--- config.mk ---
export PLATFORM = sky130hd
export DESIGN_NAME = logic_unit_pipe
export DESIGN_NICKNAME = d
export VERILOG_FILES = /design/src/rtl/logic_unit_pkg.sv /design/src/rtl/logic_unit_core.sv /design/src/rtl/logic_unit_pipe.sv
export SDC_FILE = /design/constraint.sdc
export NUM_CORES = 1
export LEC_CHECK = 0
export CAP_MARGIN = 20
export CELL_PAD_IN_SITES_DETAIL_PLACEMENT = 1
export CELL_PAD_IN_SITES_GLOBAL_PLACEMENT = 1
export CORE_MARGIN = 4
export CORE_UTILIZATION = 40
export DETAILED_ROUTE_END_ITERATION = 8
export HOLD_SLACK_MARGIN = 0.08
export PLACE_DENSITY = 0.9
export SYNTH_ARGS = -nofsm -noshare
export SYNTH_HDL_FRONTEND = slang
export SYNTH_SLANG_ARGS = --single-unit
--- constraint.sdc ---
create_clock -name clk -period 3.11 [get_ports clk]
set_clock_uncertainty 0.05 [all_clocks]
set_input_delay 0.4665 -clock clk [delete_from_list [all_inputs] [get_ports clk]]
set_output_delay 0.4665 -clock clk [all_outputs]
set_load 0.02 [all_outputs]
--- src/rtl/logic_unit_pkg.sv ---
// Shared opcode definitions for the pipelined logic unit.
package logic_unit_pkg;

   localparam int unsigned OP_W = 3;

   typedef enum logic [OP_W-1:0] {
      OP_AND  = 3'b000,
      OP_OR   = 3'b001,
      OP_XOR  = 3'b010,
      OP_NOT  = 3'b011,
      OP_NAND = 3'b100,
      OP_NOR  = 3'b101,
      OP_XNOR = 3'b110,
      OP_PASS = 3'b111
   } op_t;

endpackage : logic_unit_pkg

--- src/rtl/logic_unit_core.sv ---
// Combinational bitwise evaluator: effective A, B and opcode to result.
module logic_unit_core
   import logic_unit_pkg::*;
#(
   parameter int unsigned WIDTH = 8
) (
   input  logic [WIDTH-1:0] a_eff_i,
   input  logic [WIDTH-1:0] b_i,
   input  op_t              op_i,
   output logic [WIDTH-1:0] result_o
);

   always_comb begin
      result_o = '0;
      case (op_i)
         OP_AND:  result_o = a_eff_i & b_i;
         OP_OR:   result_o = a_eff_i | b_i;
         OP_XOR:  result_o = a_eff_i ^ b_i;
         OP_NOT:  result_o = ~a_eff_i;
         OP_NAND: result_o = ~(a_eff_i & b_i);
         OP_NOR:  result_o = ~(a_eff_i | b_i);
         OP_XNOR: result_o = ~(a_eff_i ^ b_i);
         OP_PASS: result_o = b_i;
         default: result_o = '0;
      endcase
   end

endmodule : logic_unit_core

--- src/rtl/logic_unit_pipe.sv ---
// Two-stage valid/ready logic unit with accumulator operand and result flags.
// Define LOGIC_UNIT_POPCOUNT_EN to build the registered population count on out_popcnt.
module logic_unit_pipe
   import logic_unit_pkg::*;
#(
   parameter int unsigned      WIDTH    = 8,
   parameter logic [WIDTH-1:0] ACC_INIT = '0
) (
   input  logic                         clk,
   input  logic                         rst,
   input  logic                         in_valid,
   output logic                         in_ready,
   input  logic [WIDTH-1:0]             a,
   input  logic [WIDTH-1:0]             b,
   input  logic [OP_W-1:0]              op,
   input  logic                         acc_mode,
   input  logic                         acc_clr,
   output logic                         out_valid,
   input  logic                         out_ready,
   output logic [WIDTH-1:0]             out_data,
   output logic                         out_zero,
   output logic                         out_parity,
   output logic [$clog2(WIDTH+1)-1:0]   out_popcnt
);

   localparam int unsigned PC_W = $clog2(WIDTH + 1);

   logic             s1_valid_q, s1_valid_d;
   logic [WIDTH-1:0] s1_a_q, s1_a_d;
   logic [WIDTH-1:0] s1_b_q, s1_b_d;
   op_t              s1_op_q, s1_op_d;
   logic             s1_acc_mode_q, s1_acc_mode_d;

   logic             s2_valid_q, s2_valid_d;
   logic [WIDTH-1:0] data_q, data_d;
   logic             zero_q, zero_d;
   logic             parity_q, parity_d;
   logic [WIDTH-1:0] acc_q, acc_d;

   logic             s2_adv_c, s1_adv_c, s2_load_c;
   logic [WIDTH-1:0] a_eff_c, result_c;

   // Stall chain: no skid buffer, so in_ready follows out_ready combinationally.
   assign s2_adv_c  = !s2_valid_q || out_ready;
   assign s1_adv_c  = !s1_valid_q || s2_adv_c;
   assign s2_load_c = s2_adv_c && s1_valid_q;
   assign in_ready  = s1_adv_c && !rst;

   always_comb begin
      s1_valid_d    = s1_valid_q;
      s1_a_d        = s1_a_q;
      s1_b_d        = s1_b_q;
      s1_op_d       = s1_op_q;
      s1_acc_mode_d = s1_acc_mode_q;
      if (s1_adv_c) begin
         s1_valid_d = in_valid;
         if (in_valid) begin
            s1_a_d        = a;
            s1_b_d        = b;
            s1_op_d       = op_t'(op);
            s1_acc_mode_d = acc_mode;
         end
      end
   end

   always_ff @(posedge clk) begin
      if (rst) begin
         s1_valid_q    <= 1'b0;
         s1_a_q        <= '0;
         s1_b_q        <= '0;
         s1_op_q       <= OP_AND;
         s1_acc_mode_q <= 1'b0;
      end else begin
         s1_valid_q    <= s1_valid_d;
         s1_a_q        <= s1_a_d;
         s1_b_q        <= s1_b_d;
         s1_op_q       <= s1_op_d;
         s1_acc_mode_q <= s1_acc_mode_d;
      end
   end

   // Accumulator substitution happens at compute time so chained ops see the latest result.
   assign a_eff_c = s1_acc_mode_q ? acc_q : s1_a_q;

   logic_unit_core #(.WIDTH(WIDTH)) u_core (
      .a_eff_i  (a_eff_c),
      .b_i      (s1_b_q),
      .op_i     (s1_op_q),
      .result_o (result_c)
   );

   always_comb begin
      s2_valid_d = s2_valid_q;
      data_d     = data_q;
      zero_d     = zero_q;
      parity_d   = parity_q;
      acc_d      = acc_q;
      if (s2_adv_c) begin
         s2_valid_d = s1_valid_q;
      end
      if (s2_load_c) begin
         data_d   = result_c;
         zero_d   = (result_c == '0);
         parity_d = ^result_c;
         acc_d    = result_c;
      end
      // Clear wins over a same-cycle load; the loaded result still reaches out_data.
      if (acc_clr) begin
         acc_d = ACC_INIT;
      end
   end

   always_ff @(posedge clk) begin
      if (rst) begin
         s2_valid_q <= 1'b0;
         data_q     <= '0;
         zero_q     <= 1'b0;
         parity_q   <= 1'b0;
         acc_q      <= ACC_INIT;
      end else begin
         s2_valid_q <= s2_valid_d;
         data_q     <= data_d;
         zero_q     <= zero_d;
         parity_q   <= parity_d;
         acc_q      <= acc_d;
      end
   end

   assign out_valid  = s2_valid_q;
   assign out_data   = data_q;
   assign out_zero   = zero_q;
   assign out_parity = parity_q;

`ifdef LOGIC_UNIT_POPCOUNT_EN
   logic [PC_W-1:0] popcnt_q, popcnt_d;

   always_comb begin
      popcnt_d = popcnt_q;
      if (s2_load_c) begin
         popcnt_d = '0;
         for (int unsigned i = 0; i < WIDTH; i++) begin
            popcnt_d = popcnt_d + PC_W'(result_c[i]);
         end
      end
   end

   always_ff @(posedge clk) begin
      if (rst) begin
         popcnt_q <= '0;
      end else begin
         popcnt_q <= popcnt_d;
      end
   end

   assign out_popcnt = popcnt_q;
`else
   assign out_popcnt = PC_W'(0);
`endif

endmodule : logic_unit_pipe

==> results.cfg <==
[clock_network]
clkSlewWorstSetupHoldPaths_ps = 80
htree_levels = 2
cts.root.buffer_cell = clkbuf_8
cts_tree = done
cts_max_path_buffers = 2
post_cts_resized = 0
numCtsBuffers = 5
cts_sinks = 40
clkLatencyLatePin_ps = 300
postCtsSetupRepairBufs = 0
cts_hold_buffers = 0

[drt]
ant_nets = 0
routed_wirelength_mm = 7.68
routed-via-count = 2435
initialDrtViolationCount = 162
routedWlPerCell_um = 17.7
viasPerCell = 5.61
drc = 0
first_pass_iters = 4

[finish]
postLayoutCoreUtil_pct = 49.3
design_area_um2 = 3170
antenna_cells = 0
synthToLayoutAreaGrowth_pct = 18.3
fillCellCount = 776
nets = 401
final_common_cell = nand2_1
layout-drive-gt1-share_pct = 13.2
final_cells = 434
most-common-layout-cells = nand2_1, dfxtp_1, clkdlybuf4s50_1

[critical_path]
startpoint = s1_acc_mode_q
critPathLaunchType = register
critPathKind = register to register
worstPathMaxFanout = 5
worst_path_largest_cell_delay_ps = 350
slowest_stage = mux2i_1
r2r-start = s1_acc_mode_q
rrSetupSlack_ps = 150
reg2reg_to = out_parity
cp_cell_sequence = buf_4, mux2i_1, ha_1, mux2_2, nand2_1, a21oi_1, or2_2, ha_1, xnor2_1, xnor2_1, a211oi_1
worstPathArrival_ps = 3120
reg2reg_depth = 11
endpoint = out_parity
required_ps = 3270
end_kind = register

[timing]
period_share_pct = 95.1
max_freq_mhz = 338
timing.setup.tns_ps = 0
setup_viol = 0
min_period_ps = 2960
tightest_slew_ps = 936
timing.hold.ws_ps = 411
hold_violations = 0
slew_headroom_pct = 37.5
maxSlewViolCount = 0
rsz0062_at_grt = false

[synthesis]
synthDistinctLibCells = 50
async_reset_ff_share_pct = 0
synth.area.top_cells = dfxtp_1, ha_1, nand2_1, a21oi_1, nor4_2
ys_seq_elements = 40
synth_area_um2 = 2680
syn_area_per_cell_um2 = 8.32
synth_edf_count = 0
yosysTopAreaCell = dfxtp_1
synth_top_cell_area_share_pct = 29.9
netlist_instances = 322
ys_seq_area_share_pct = 29.9
yosysWarnings = 0
synthFlopType = dfxtp_1

[pwr]
p_int_mw = 0.885
combPwrFrac_pct = 28.2
power_density_nw_per_um2 = 411
vdd_drop_max_mv = 0.208
power_frac_seq_pct = 43.3
clkPwrFrac_pct = 28.6
switchingPower_mw = 0.415
netSwitchingFraction_pct = 31.9
cellLeakagePower_nw = 1.26

[floorplanning]
io_pins = 41
die_h_um = 89.8
std_cell_rows = 29
coreArea_um2 = 6420
start_util_pct = 41.7
die_area_um2 = 8070
die_w_um = 89.8

[global_route]
antenna_found_initial = 0
grtUsageTotal_pct = 19.3
grt_max_degree = 39
grt_pass1_vias = 2599
grt_pass1_wl_mm = 12.8
grt.overflow.total = 0

[placement]
io_buffers = 36
place_congestion = 0.924
dp_hpwl_mm = 5.50
dpl.cell_count = 426
post_dp_cell_area_um2 = 3070

[run]
max_cap_violations = 0

[status]
status = finished, final reports clean

[hold_path]
hp-class = register to register
how the worst min path moves through the flow:
stage,start,endpoint,slack (ps),depth (start not counted)
2_1_floorplan,acc_q[2],acc_q[2],370,2
3_3_place_gp,acc_q[2],acc_q[2],390,2
3_5_place_dp,acc_q[2],acc_q[2],390,2
4_1_cts,acc_q[2],acc_q[2],410,2
5_1_grt,s1_a_q[3],s1_a_q[3],450,2
6_report,acc_q[2],acc_q[2],410,2
final cells by class:
cell class / count / area, µm² / area share [%]
Clock inverter: 2 / 10.0 / 0.316
Sequential cell: 40 / 801 / 25.3
Timing Repair Buffer: 49 / 483 / 15.3
Tap cell: 77 / 96.3 / 3.04
Multi-Input combinational cell: 241 / 1620 / 51.2
Inverter: 19 / 71.3 / 2.25
Clock buffer: 6 / 82.6 / 2.61
cell families (layout without fill, tap and decap cells):
logic type | after synthesis | after routing | synth area share [%]
buffers and inverters | 44 | 76 | 9.91
adders and majority gates | 20 | 20 | 9.35
AOI/OAI and AO/OA | 73 | 73 | 19.1
other | 1 | 4 | 0.140
muxes | 15 | 15 | 6.31
DFF | 40 | 40 | 29.9
xor gates and xnor gates | 7 | 7 | 2.29
and+or+nand+nor | 122 | 122 | 23.0
power groups by stage:
stage	Combinational [mW]	Sequential (mW)	Clock, mW
after global placement	0.343	0.572	0
after CTS	0.364	0.562	0.379
after global routing	0.399	0.566	0.397
after floorplan	0.240	0.577	0
final	0.366	0.562	0.371
after detailed placement	0.359	0.574	0
registers in the layout (all words and copies together) (netlist names):
register,count
s1_acc_mode_q,1
s1_b_q,8
out_parity,1
out_valid,1
s1_a_q,8
acc_q,8
s1_op_q,3
s1_valid_q,1
out_zero,1
out_data,8
through the flow:
step,setup WS [ps],power [mW]
global placement,307,0.916
detailed placement,208,0.933
floorplan,543,0.817
global route,6.89,1.36
CTS,186,1.31
finish,154,1.30
layer usage:
layer  GRT usage, %  wire [µm]
met5              0          0
met4           5.24        143
met3           2.84        239
met2           36.3       3880
met1           22.8       3410
cells in the mapped netlist, drive strengths merged (4+ instances only):
| cell | number |
|---|---|
| o21ai | 4 |
| nand2 | 65 |
| o221ai | 5 |
| inv | 19 |
| a32o | 5 |
| buf | 20 |
| ha | 20 |
| a32oi | 6 |
| nor4 | 13 |
| o31ai | 7 |
| dfxtp | 40 |
| clkbuf | 5 |
| mux2 | 9 |
| nor2 | 12 |
| or2 | 7 |
| nor2b | 4 |
| o21a | 5 |
| a21oi | 31 |
| xnor2 | 5 |
| mux2i | 6 |
| nand3 | 13 |
worst max-delay path: cells and delay by family (launching register included):
kind,cells,cell delay [ps]
compound gates,2,340
xor+xnor,2,330
fa+ha+maj,2,610
buf+inv,1,170
flops,1,330
mux,2,620
simple gates,2,420
Note: power is estimated with default switching activity, not from simulation.
